==> src/rtl/muldiv_control_sequencer_pkg.sv <==
// Shared definitions for the multiply/divide control sequencer:
// state encoding, opcode constants, IR field positions and the control word.
package muldiv_control_sequencer_pkg;

    typedef enum logic [3:0] {
        S_IDLE = 4'd0,
        S_T0   = 4'd1,
        S_T1   = 4'd2,
        S_T2   = 4'd3,
        S_T3   = 4'd4,
        S_T4   = 4'd5,
        S_T5   = 4'd6,
        S_T6   = 4'd7
    } state_t;

    localparam logic [4:0] OP_MUL = 5'b01111;
    localparam logic [4:0] OP_DIV = 5'b10000;

    // IR field bit positions
    localparam int IR_OPC_MSB = 31;
    localparam int IR_OPC_LSB = 27;
    localparam int IR_RA_MSB  = 26;
    localparam int IR_RA_LSB  = 23;
    localparam int IR_RB_MSB  = 22;
    localparam int IR_RB_LSB  = 19;

    // One control word per cycle; field order is the datapath strobe set.
    typedef struct packed {
        logic       pc_sel;
        logic       zlo_sel;
        logic       zhi_sel;
        logic       mdr_sel;
        logic       ra_sel;
        logic       rb_sel;
        logic       pc_en;
        logic       pc_inc_en;
        logic       ir_en;
        logic       y_en;
        logic       z_en;
        logic       mar_en;
        logic       mdr_en;
        logic       lo_en;
        logic       hi_en;
        logic       rd;
        logic [4:0] alu;
        logic       busy;
        logic       illegal_op;
    } ctrl_t;

    // Only multiply and divide are executed by this sequencer.
    function automatic logic is_legal_op(input logic [4:0] op);
        return (op == OP_MUL) || (op == OP_DIV);
    endfunction

endpackage

==> src/rtl/muldiv_ctrl_decode.sv <==
// Combinational decoder: state (the one about to be entered) plus opcode
// to the control word for that state.
module muldiv_ctrl_decode
    import muldiv_control_sequencer_pkg::*;
(
    input  state_t     state_i,
    input  logic [4:0] opcode_i,
    output ctrl_t      ctrl_o
);

    // Map each state to its strobes; anything not listed stays low.
    always_comb begin
        ctrl_o = '0;
        case (state_i)
            S_T0: begin
                ctrl_o.pc_sel    = 1'b1;
                ctrl_o.mar_en    = 1'b1;
                ctrl_o.pc_inc_en = 1'b1;
                ctrl_o.z_en      = 1'b1;
                ctrl_o.busy      = 1'b1;
            end
            S_T1: begin
                ctrl_o.zlo_sel = 1'b1;
                ctrl_o.pc_en   = 1'b1;
                ctrl_o.rd      = 1'b1;
                ctrl_o.mdr_en  = 1'b1;
                ctrl_o.busy    = 1'b1;
            end
            S_T2: begin
                ctrl_o.mdr_sel = 1'b1;
                ctrl_o.ir_en   = 1'b1;
                ctrl_o.busy    = 1'b1;
            end
            S_T3: begin
                ctrl_o.ra_sel = 1'b1;
                ctrl_o.y_en   = 1'b1;
                ctrl_o.busy   = 1'b1;
            end
            S_T4: begin
                ctrl_o.rb_sel = 1'b1;
                ctrl_o.busy   = 1'b1;
                if (is_legal_op(opcode_i)) begin
                    ctrl_o.z_en = 1'b1;
                    ctrl_o.alu  = opcode_i;
                end else begin
                    ctrl_o.illegal_op = 1'b1;
                end
            end
            S_T5: begin
                ctrl_o.zlo_sel = 1'b1;
                ctrl_o.lo_en   = 1'b1;
                ctrl_o.busy    = 1'b1;
            end
            S_T6: begin
                ctrl_o.zhi_sel = 1'b1;
                ctrl_o.hi_en   = 1'b1;
                ctrl_o.busy    = 1'b1;
            end
            default: begin
                ctrl_o = '0;
            end
        endcase
    end

endmodule

==> src/rtl/muldiv_control_sequencer.sv <==
// Multiply/divide instruction sequencer: IDLE, T0..T6. Outputs are registered
// from the decode of the next state, so they line up exactly with the state
// register and clear immediately on reset.
module muldiv_control_sequencer
    import muldiv_control_sequencer_pkg::*;
(
    input  logic        clk,
    input  logic        reset,
    input  logic        run,
    input  logic [31:0] IR_Data,
    output logic        PC_select,
    output logic        Z_LO_select,
    output logic        Z_HI_select,
    output logic        MDR_select,
    output logic        Ra_select,
    output logic        Rb_select,
    output logic        PC_enable,
    output logic        PC_increment_enable,
    output logic        IR_enable,
    output logic        Y_enable,
    output logic        Z_enable,
    output logic        MAR_enable,
    output logic        MDR_enable,
    output logic        LO_enable,
    output logic        HI_enable,
    output logic        read,
    output logic [4:0]  alu_instruction,
    output logic        busy,
    output logic        done,
    output logic        illegal_op
);

    state_t     state_q, state_d;
    ctrl_t      ctrl_q, ctrl_d;
    logic       done_q, done_d;
    logic [4:0] opcode_s;
    logic       ir_unused_s;

    // IR is read live (stable from T3 on); register fields are resolved downstream.
    assign opcode_s    = IR_Data[IR_OPC_MSB:IR_OPC_LSB];
    assign ir_unused_s = ^IR_Data[IR_RA_MSB:0];

    // Next-state logic; the opcode check at T4 decides between T5 and abort.
    always_comb begin
        state_d = state_q;
        case (state_q)
            S_IDLE: begin
                if (run) begin
                    state_d = S_T0;
                end else begin
                    state_d = S_IDLE;
                end
            end
            S_T0: state_d = S_T1;
            S_T1: state_d = S_T2;
            S_T2: state_d = S_T3;
            S_T3: state_d = S_T4;
            S_T4: begin
                if (is_legal_op(opcode_s)) begin
                    state_d = S_T5;
                end else begin
                    state_d = S_IDLE;
                end
            end
            S_T5: state_d = S_T6;
            S_T6: state_d = S_IDLE;
            default: state_d = S_IDLE;
        endcase
        done_d = (state_q == S_T6);
    end

    muldiv_ctrl_decode u_decode (
        .state_i  (state_d),
        .opcode_i (opcode_s),
        .ctrl_o   (ctrl_d)
    );

    // State and registered control word; reset clears everything at once.
    always_ff @(posedge clk or posedge reset) begin
        if (reset) begin
            state_q <= S_IDLE;
            ctrl_q  <= '0;
            done_q  <= 1'b0;
        end else begin
            state_q <= state_d;
            ctrl_q  <= ctrl_d;
            done_q  <= done_d;
        end
    end

    assign PC_select           = ctrl_q.pc_sel;
    assign Z_LO_select         = ctrl_q.zlo_sel;
    assign Z_HI_select         = ctrl_q.zhi_sel;
    assign MDR_select          = ctrl_q.mdr_sel;
    assign Ra_select           = ctrl_q.ra_sel;
    assign Rb_select           = ctrl_q.rb_sel;
    assign PC_enable           = ctrl_q.pc_en;
    assign PC_increment_enable = ctrl_q.pc_inc_en;
    assign IR_enable           = ctrl_q.ir_en;
    assign Y_enable            = ctrl_q.y_en;
    assign Z_enable            = ctrl_q.z_en;
    assign MAR_enable          = ctrl_q.mar_en;
    assign MDR_enable          = ctrl_q.mdr_en;
    assign LO_enable           = ctrl_q.lo_en;
    assign HI_enable           = ctrl_q.hi_en;
    assign read                = ctrl_q.rd;
    assign alu_instruction     = ctrl_q.alu;
    assign busy                = ctrl_q.busy;
    assign done                = done_q;
    assign illegal_op          = ctrl_q.illegal_op;

endmodule

==> config.mk <==
export PLATFORM = sky130hd
export DESIGN_NAME = muldiv_control_sequencer
export DESIGN_NICKNAME = d
export VERILOG_FILES = /design/src/rtl/muldiv_control_sequencer_pkg.sv /design/src/rtl/muldiv_ctrl_decode.sv /design/src/rtl/muldiv_control_sequencer.sv
export SDC_FILE = /design/constraint.sdc
export NUM_CORES = 1
export LEC_CHECK = 0
export ABC_AREA = 1
export ABC_CLOCK_PERIOD_IN_PS = 3500
export BUFFER_PORTS_ARGS = -buffer_cell sky130_fd_sc_hd__buf_4
export CAP_MARGIN = 20
export CORE_AREA = 2 2 46 59
export DETAILED_ROUTE_END_ITERATION = 8
export DIE_AREA = 0 0 48 61
export GPL_TIMING_DRIVEN = 0
export PLACE_DENSITY = 0.89
export SYNTH_ARGS = -nofsm -noshare
export SYNTH_HDL_FRONTEND = slang
export SYNTH_HIERARCHICAL = 1
export SYNTH_SLANG_ARGS = --single-unit
==> constraint.sdc <==
create_clock -name clk -period 3.5 [get_ports clk]
set_clock_uncertainty 0.05 [all_clocks]
set_input_delay 0.175 -clock clk [delete_from_list [all_inputs] [get_ports clk]]
set_output_delay 0.175 -clock clk [all_outputs]
set_load 0.01 [all_outputs]
==> results of run 1 <==
[per-stage QoR]
| stage | instance area, um2 | setup slack, ns | total power, W | hold slack, ns |
|---|---|---|---|---|
| 2_1_floorplan | 1040 | 2.01 | 0.000662 | 0.178 |
| 3_3_place_gp | 1320 | 1.89 | 0.000787 | 0.369 |
| 3_5_place_dp | 1320 | 1.84 | 0.000807 | 0.381 |
| 4_1_cts | 1340 | 1.81 | 0.000932 | 0.0265 |
| 5_1_grt | 1340 | 1.64 | 0.000997 | 0.0267 |
| 6_report | 1340 | 1.81 | 0.000923 | 0.00220 |
[worst paths after layout]
kind                       slack (ns)            startpoint                           end  cells past startpoint
hold reg to reg                  0.58  state_q[2]$_DFF_PP0_                done$_DFF_PP0_                      2
min in group clk                 0.04           IR_Data[27]  alu_instruction[0]$_DFF_PP0_                      3
setup / recovery                 1.81  state_q[0]$_DFF_PP0_         Z_HI_select$_DFF_PP0_                      8
max in group asynchronous        2.83                 reset  alu_instruction[4]$_DFF_PP0_                      2
setup reg to reg                 1.81  state_q[0]$_DFF_PP0_         Z_HI_select$_DFF_PP0_                      8
hold / removal                  0.002                 reset          state_q[2]$_DFF_PP0_                      2
[cells in the mapped netlist (all sizes together)]
| master | number |
|---|---|
| nand4 | 1 |
| dfrtp | 27 |
| nor3 | 5 |
| o21ai | 1 |
| nand3b | 1 |
| a21oi | 2 |
| nand2 | 17 |
| nand3 | 4 |
| inv | 17 |
| a31oi | 1 |
| buf | 7 |
| nor2 | 18 |
| conb | 1 |
[cell type report]
class / count / area, um2 / area share (%)
Sequential cell: 27 / 676 / 50.3
Buffer: 7 / 52.6 / 3.91
Multi-Input combinational cell: 53 / 250 / 18.6
Clock inverter: 1 / 5.00 / 0.372
Timing Repair Buffer: 31 / 233 / 17.3
Tap cell: 33 / 41.3 / 3.07
Inverter: 17 / 63.8 / 4.75
Clock buffer: 3 / 22.5 / 1.68
[worst register-to-register path: stages, from the launching register on]
cell	delay [ns]
dfrtp_1	0.43
inv_1	0.15
nand2_1	0.09
a21oi_1	0.14
inv_1	0.06
nand3_1	0.21
inv_1	0.14
nor3_1	0.24
buf_4	0.14
[metal layers]
layer  share of wire (%)  track usage, %  up-vias
met1                  40            12.9      351
met3                 6.2            2.68        4
met4                 1.8            6.95        0
met5                   0               0        -
met2                  52            22.5       28
li1                    -               -      375
[kinds of logic (layout without fill, tap and decap cells)]
family / after synthesis / count (layout)
simple gates: 46 / 46
flops: 27 / 27
buf+inv: 24 / 59
compound gates: 4 / 4
other cells: 1 / 3
[report_power, final]
group          switching (W)  internal, W  total, W
combinational       0.000212     0.000161  0.000373
clock              0.0000837    0.0000428  0.000127
sequential         0.0000332     0.000390  0.000424
total               0.000329     0.000594  0.000923
==> impl_results.md, run 1 <==
- Ys Warns: 6
- Starting DRT DRC Count: 13
- Clk Latency, worst-skew pair: roughly 0.32 ns
- Fill cells: roughly 190
- Largest net degree at the start of global routing: 28
- Syn Area/Cell: roughly 10 um2
- Top cell type by total area after synthesis: dfrtp_1
- FMAX: 590 MHz
- Min Tclk post-route: between 1.5 and 2 ns
- Worst Path Required: around 3.7 ns
- Initial Utilization: a little over two fifths
- DIE HEIGHT: 61 um
- Relative slew slack: between 30% and 40%
- Antenna diode count: 0
- Die area: about 3000 um2
- XOR/XNOR share of the synthesized area: 0%
- Placer Congestion: ~0.82
- Endpoint class of the critical path: flip-flop
- Commonest non-fill, non-tap cell in the layout: buf_4
- Largest cells by area after synthesis: dfrtp_1, nor2_1, nand2_1, buf_4, inv_1
- CP max FO: 5
- First-pass GRT wire length: 2590 um
- Post-Syn Instances: approximately 100
- Max IR drop VDD: 0.000335 V
- RSZ-0062 raised after global routing: false
- # DRC: 0
- # IOs: 59
- Largest family of logic cells by synthesized area: simple AND/OR/NAND/NOR gates
- Post-Synth Adder-Cell Area: 0%
- Grt ovf: 0
- Worst slew pin tran: approximately 0.93 ns
- Rows: 20
- Wirelength per Cell: ~9.3 um
- Worst hold path type: in2async
- Post_cts resized: 0
- Commonest non-fill, non-tap cells in the layout: buf_4, dfrtp_1, nor2_1, nand2_1, inv_1
- I/O Buffers: 31
- Pwr Density: 687 nW/um2
- Reg clk slew, reported paths: about 0.13 ns
- Vias in the first global route: roughly 680
- # Post-CTS Setup Buffers: 0
- Placed Cells: 168
- Longest Clk Path Bufs: 2
- Nets: approximately 180
- Num CTS Buffers: 3
- Compound-cell area share of the yosys netlist: under 10%
- Clock root buffer: clkbuf_4
- Util after Layout: 56.5%
- Via count: roughly 760
- CTS Sinks: 27
- Sequential share of the synthesized area: 65.3%
- Post-synth top area share: between 60% and 70%
- CTS tree: yes
- DRT Wirelength: around 1600 um
- Cts hold-fix bufs: 0
- Crit share post-route: 48.4%
- Run status: finished clean
- CORE AREA: approximately 2400 um2
- Initial antenna violation count: 0
- Layout cell share with drive strength beyond 1: a little over a third
- Seq cells post-synth: 27
- Synth unique cells: 16
- Mapped Area: 1030 um2
- Post-synthesis simple-gate area fraction: a little over a fifth
- Finish-stage setup viols: 0
- Max reg flops: 5
- Worst path arrival time: between 1.5 and 2 ns
- Vias/cell: roughly 4.4
- Crit path top cell by count: inv_1
- P&R area growth vs syn: 29.9%
- Die width: approximately 48 um
- CP startpoint kind: flip-flop
- Final ANT Viol Nets: 0
- Final hold vios: 0
- Max-Cap Viols: 0
- Hpwl dp: 1260 um
- Mux contribution to synthesized area: 0%
- Post-Layout Cell Count: approximately 170
- CP max stage cell: dfrtp_1
- H-tree Lvls: 1
- Critical Path Max Stage Delay: around 0.43 ns
- P_leak: 0.782 nW
- GRT Overall Usage: 12.5%
- CP top delay family: simple AND/OR/NAND/NOR gates
- Crit Path Category: reg2reg
- Crit path buf inv count: 4
- CP cell instances: inv_1 -> nand2_1 -> a21oi_1 -> inv_1 -> nand3_1 -> inv_1 -> nor3_1 -> buf_4
- Max-slew violation count: 0
- Pre-antenna DRT Iters: 4
- Setup_tns: 0 ns
No activity file was read; power rests on OpenSTA's default activity.
==> inputs of run 2 (changes only) <==
--- a/config.mk
+++ b/config.mk
@@ -6,14 +6,14 @@
 export NUM_CORES = 1
 export LEC_CHECK = 0
 export ABC_AREA = 1
-export ABC_CLOCK_PERIOD_IN_PS = 3500
+export ABC_CLOCK_PERIOD_IN_PS = 1600
 export BUFFER_PORTS_ARGS = -buffer_cell sky130_fd_sc_hd__buf_4
 export CAP_MARGIN = 20
-export CORE_AREA = 2 2 46 59
+export CORE_AREA = 2 2 47 60
 export DETAILED_ROUTE_END_ITERATION = 8
-export DIE_AREA = 0 0 48 61
+export DIE_AREA = 0 0 49 62
 export GPL_TIMING_DRIVEN = 0
-export PLACE_DENSITY = 0.89
+export PLACE_DENSITY = 0.87
 export SYNTH_ARGS = -nofsm -noshare
 export SYNTH_HDL_FRONTEND = slang
 export SYNTH_HIERARCHICAL = 1
==> constraint.sdc (replaced) <==
create_clock -name clk -period 1.6 [get_ports clk]
set_clock_uncertainty 0.05 [all_clocks]
set_input_delay 0.08 -clock clk [delete_from_list [all_inputs] [get_ports clk]]
set_output_delay 0.08 -clock clk [all_outputs]
set_load 0.01 [all_outputs]
==> impl_results.md, run 2 (synthesis gave the netlist of run 1 again) <==
- Sw power: around 0.00084 W
- P&R area growth vs syn: 42.6%
- Num CTS Buffers: 3
- Min Tclk post-route: 1.60 ns
- Nets: approximately 180
- Grt ovf: 0
- Layout cell share with drive strength beyond 1: around 45%
- Worst r2r src: state_q[2]$_DFF_PP0_
- Placed Cells: around 170
- Crit share post-route: 99.8%
- Max-slew violation count: 0
- Initial Utilization: about two fifths
- Power Internal: 0.00137 W
- Post-Layout Cell Count: roughly 180
- Antenna diode count: 0
- Max IR drop VDD: 0.000689 V
- Pwr Density: between 1000 and 1500 nW/um2
- Sw frac: a little under two fifths
- Flop pwr share: a little over two fifths
- Max-Cap Viols: 0
- # DRC: 0
- CORE AREA: between 2000 and 3000 um2
- Vias in the first global route: between 700 and 800
- Final hold vios: 0
- Hold slack: around 0.034 ns
- GRT Overall Usage: a little over an eighth
- CP max FO: 5
- Via count: 809
- Worst path arrival time: roughly 1.8 ns
- Clk Latency, worst-skew pair: roughly 0.32 ns
- Reg clk slew, reported paths: about 0.13 ns
- Hpwl dp: 1400 um
- Vias/cell: approximately 4.5
- # IOs: 59
- I/O Buffers: 31
- Longest Clk Path Bufs: 2
- Run status: finished clean
- CTS Sinks: 27
- Clock root buffer: clkbuf_4
- P_leak: 0.828 nW
- Starting DRT DRC Count: 9
- R2R setup slack: 0.01 ns
- Worst hold path type: in2reg
- Placer Congestion: 0.805
- DIE HEIGHT: 62 um
- FMAX: roughly 630 MHz
- Wirelength per Cell: between 10 and 15 um
- Die width: ~49 um
- Pre-antenna DRT Iters: 2
- Commonest non-fill, non-tap cells in the layout: buf_4, dfrtp_1, nor2_1, nand2_1, inv_1
- Die area: ~3000 um2
- Critical path launch point: IR_Data[28]
- CTS tree: yes
- Worst Path Required: between 1.5 and 2 ns
- RSZ-0062 raised after global routing: true
- Setup_tns: 0 ns
- Max reg flops: 5
- Power share of the clock group: around an eighth
- Finish-stage setup viols: 0
- Initial antenna violation count: 0
- Endpoint class of the critical path: flip-flop
- Rows: 21
- CP startpoint kind: input pin
- Commonest non-fill, non-tap cell in the layout: buf_4
- Fill cells: 211
- Comb pwr share: between 40 and 50%
- Worst slew pin tran: 0.901 ns
- Largest net degree at the start of global routing: 28
- First-pass GRT wire length: approximately 3000 um
- Final ANT Viol Nets: 0
- Setup crit end: alu_instruction[1]$_DFF_PP0_
- R2R cell count: 9
- Crit Path Category: in2reg
- DRT Wirelength: a little over 2000 um
- Relative slew slack: roughly two fifths
- H-tree Lvls: 1
- Crit Reg-Reg Endpoint: alu_instruction[1]$_DFF_PP0_
==> run 2: cell count changes in the layout (fill, tap and decap cells not counted), sizes merged <==
cell,delta
buf,+2
dlygate4sd3,+6
==> run 2: power by group through the flow <==
stage	combinational [W]	sequential, W	clock (W)
2_1_floorplan	0.000438	0.00101	0
3_3_place_gp	0.000783	0.000933	0
3_5_place_dp	0.000834	0.000948	0
4_1_cts	0.000917	0.000933	0.000285
5_1_grt	0.00107	0.000956	0.000309
6_report	0.000992	0.000938	0.000277
==> run 2: timing repair <==
item	in CTS	in global routing
gates resized for setup	6	12
pin swaps	0	8
buffers inserted	1	1
hold endpoints to repair	32	0
hold buffers	6	0
endpoints found under the setup margin	12	10
cloned	0	0
==> run 2: cell type report <==
type	instances	area [um2]	share of cell area, %
buffer	7	52.6	3.56
clock buffer	3	22.5	1.53
clock inverter	1	5.00	0.339
inverter	17	63.8	4.33
multi-input combinational	53	304	20.6
sequential	27	677	45.9
tap	34	42.5	2.88
timing repair buffer	39	308	20.9
==> run 2: metrics by stage <==
| step | total power, W | setup WS (ns) | cell area, um2 | utilization (%) |
|---|---|---|---|---|
| finish | 0.00221 | 0.00337 | 1480 | 57.9 |
| global route | 0.00234 | -0.0925 | 1480 | 57.9 |
| CTS | 0.00213 | 0.0327 | 1430 | 56.2 |
| detailed placement | 0.00178 | -0.201 | 1320 | 51.7 |
| global placement | 0.00172 | 0.00155 | 1320 | 51.7 |
| floorplan | 0.00145 | 0.112 | 1040 | - |
==> run 2: worst min-delay path by stage <==
stage / cells past startpoint / slack (ns) / to / startpoint
after floorplan: 1 / 0.08 / HI_enable$_DFF_PP0_ / reset
after global placement: 2 / 0.27 / PC_increment_enable$_DFF_PP0_ / reset
after detailed placement: 3 / 0.28 / alu_instruction[3]$_DFF_PP0_ / IR_Data[30]
after CTS: 3 / 0.02 / state_q[0]$_DFF_PP0_ / run
after global routing: 3 / 0.06 / state_q[0]$_DFF_PP0_ / run
final: 3 / 0.03 / state_q[0]$_DFF_PP0_ / run
==> run 2: routing by layer <==
layer	vias up	GRT usage, %	part of all wire (%)
met5	-	0	0
met3	8	2.87	4.7
met2	35	26.8	58
met4	0	8.98	3.7
li1	388	-	-
met1	378	12.1	34
==> run 2: critical path, stage by stage <==
cell and delay [ns]:
dlygate4sd3_1 0.53, buf_4 0.14, nor2_1 0.14, nand3_2 0.09, nand3b_1 0.09, nand2_1 0.07
inv_2 0.10, nand2_4 0.08, nor3_4 0.22, nand2_2 0.13, nor2_1 0.13
==> inputs of run 3 (changes only) <==
--- a/config.mk
+++ b/config.mk
@@ -14,6 +14,7 @@
 export DIE_AREA = 0 0 49 62
 export GPL_TIMING_DRIVEN = 0
 export PLACE_DENSITY = 0.87
+export SETUP_SLACK_MARGIN = 0.2
 export SYNTH_ARGS = -nofsm -noshare
 export SYNTH_HDL_FRONTEND = slang
 export SYNTH_HIERARCHICAL = 1
==> impl_results.md, run 3 (synthesis gave the netlist of run 1 again) <==
- First-pass GRT wire length: between 3000 and 4000 um
- CP cell instances: inv_4 -> nand2_4 -> nand3b_1 -> nand2_1 -> inv_2 -> inv_2 -> nand4_1 -> inv_2 -> buf_4
- Die area: between 3000 and 4000 um2
- Nets: 193
- Antenna diode count: 0
- Longest Clk Path Bufs: 2
- Vias in the first global route: between 700 and 800
- Power Internal: between 0.0015 and 0.002 W
- Placed Cells: between 150 and 200
- Crit share post-route: 99.0%
- Initial antenna violation count: 0
- Placed cell areas: between 1000 and 1500 um2
- Vias/cell: ~4.5
- Flop pwr share: between 30 and 40%
- CTS Sinks: 27
- Met3 Use GR: 2.87%
- R2R setup slack: between 0.015 and 0.02 ns
- Worst r2r src: state_q[1]$_DFF_PP0_
- GRT met2 Usage: 27.8%
- Largest net degree at the start of global routing: 28
- H-tree Lvls: 1
- Finished Cell Area: ~1600 um2
- Hold Path Sink: alu_instruction[4]$_DFF_PP0_
- Max IR drop VDD: between 0.0009 and 0.001 V
- GRT met1 Usage: between 10% and 20%
- Num CTS Buffers: 3
- DIE HEIGHT: about 62 um
- Crit Path Category: reg2reg
- Worst Setup Slack, final: roughly 0.017 ns
- CP max stage cell: dfrtp_2
- Clk Latency, worst-skew pair: 0.31 ns
- Pre-antenna DRT Iters: 3
- Sw power: slightly above 0.001 W
- Initial Utilization: between 40% and 50%
- Hold path start: IR_Data[31]
- Hpwl dp: between 1000 and 1500 um
- Reg clk slew, reported paths: 0.15 ns
- Grt ovf: 0
- Max reg flops: 5
- Sw frac: 39.6%
- Via count: 857
- Worst path arrival time: around 1.8 ns
- Endpoint class of the critical path: flip-flop
- R2R cell count: 9
- Hold slack: ~0.021 ns
- Die width: slightly below 50 um
- Power share of the clock group: a little over a tenth
- Final ANT Viol Nets: 0
- Commonest non-fill, non-tap cell in the layout: buf_4
- RSZ-0062 raised after global routing: true
- CORE AREA: about 2500 um2
- P&R area growth vs syn: 56.6%
- Layout cell share with drive strength beyond 1: 54.1%
- Pwr Density: around 1600 nW/um2
- Rows: 21
- Max-Cap Viols: 0
- GRT Overall Usage: around 14%
- Commonest non-fill, non-tap cells in the layout: buf_4, dfrtp_1, nor2_1, nand2_1, inv_1
- Placer Congestion: slightly below 0.8
- Critical Path Max Stage Delay: around 0.47 ns
- Worst hold path stage count: 3
- DRT Wirelength: 2460 um
- P_leak: between 0.9 and 1 nW
- # DRC: 0
- Starting DRT DRC Count: 5
- Finish-stage setup viols: 0
- # IOs: around 60
- Final hold vios: 0
- Crit Reg-Reg Endpoint: PC_select$_DFF_PP0_
- Worst hold path type: in2reg
- Crit path top cell by count: inv_2
- Min Tclk post-route: between 1.5 and 2 ns
- Comb pwr share: ~52%
- DP Worst Slack: ~0.018 ns
- Clock root buffer: clkbuf_4
- Post-Layout Cell Count: 191
- FMAX: about 630 MHz
- Wirelength per Cell: between 10 and 15 um
- CP startpoint kind: flip-flop
- I/O Buffers: 31
- Worst Path Required: ~1.8 ns
- CTS tree: yes
- GRT Max-Usage Layer: met2
- Max-slew violation count: 0
- CP max FO: 4
- Run status: finished clean
- Total power: 0.00262 W
[run 3: changes by cell type in the layout (fill, tap and decap cells not counted), moves of 3 or more]
cell and change:
inv_4 +5, buf_6 +4, buf_4 +6, inv_1 -3
[run 3: timing repair]
| item | in CTS | in global routing |
|---|---|---|
| hold endpoints to repair | 31 | 0 |
| setup endpoints to repair | 19 | 22 |
| buffers inserted | 4 | 8 |
| resized for setup | 9 | 28 |
| cloned | 0 | 0 |
| pin swaps | 2 | 11 |
| hold buffers | 5 | 0 |
[run 3: final cells by class]
class | count | area (um2)
well taps | 34 | 42.5
inverters | 17 | 76.3
plain buffers | 7 | 56.3
repair buffers | 49 | 412
clock inverters | 1 | 5.00
clock buffers | 3 | 22.5
fillers | 186 | 928
flip-flops and latches | 27 | 679
multi-input cells | 53 | 327
[run 3: through the flow]
step	utilization, %	TNS, ns
after floorplan	-	0
after global placement	51.9	0
after detailed placement	51.9	0
after CTS	57.1	0
after global routing	63.6	-0.0214
final	63.6	0
[run 3: power groups by stage]
stage / Sequential (W) / Combinational [W] / Clock (W)
6_report: 0.000975 / 0.00136 / 0.000286
3_5_place_dp: 0.000948 / 0.000841 / 0
2_1_floorplan: 0.00101 / 0.000448 / 0
3_3_place_gp: 0.000938 / 0.000796 / 0
5_1_grt: 0.000993 / 0.00144 / 0.000324
4_1_cts: 0.000936 / 0.00100 / 0.000282
[run 3: worst max-delay path: cells and delay by family (launching register included)]
kind / cells / cell delay [ns]
and+or+nand+nor: 4 / 0.51
buffers and inverters: 5 / 0.52
DFF: 1 / 0.47
[run 3: routing by layer]
layer	wire length, um	up-vias
met5	0	-
met4	51	0
met3	74	6
met2	1420	25
met1	905	419
li1	-	407
[run 3: worst max path at each step]
stage,startpoint,slack (ns),to
after floorplan,state_q[1]$_DFF_PP0_,0.22,MDR_select$_DFF_PP0_
after global placement,state_q[1]$_DFF_PP0_,0.11,Z_HI_select$_DFF_PP0_
after detailed placement,state_q[1]$_DFF_PP0_,0.02,MDR_select$_DFF_PP0_
after CTS,state_q[0]$_DFF_PP0_,0.09,PC_select$_DFF_PP0_
after global routing,state_q[1]$_DFF_PP0_,-0.01,MDR_select$_DFF_PP0_
final,state_q[1]$_DFF_PP0_,0.02,PC_select$_DFF_PP0_
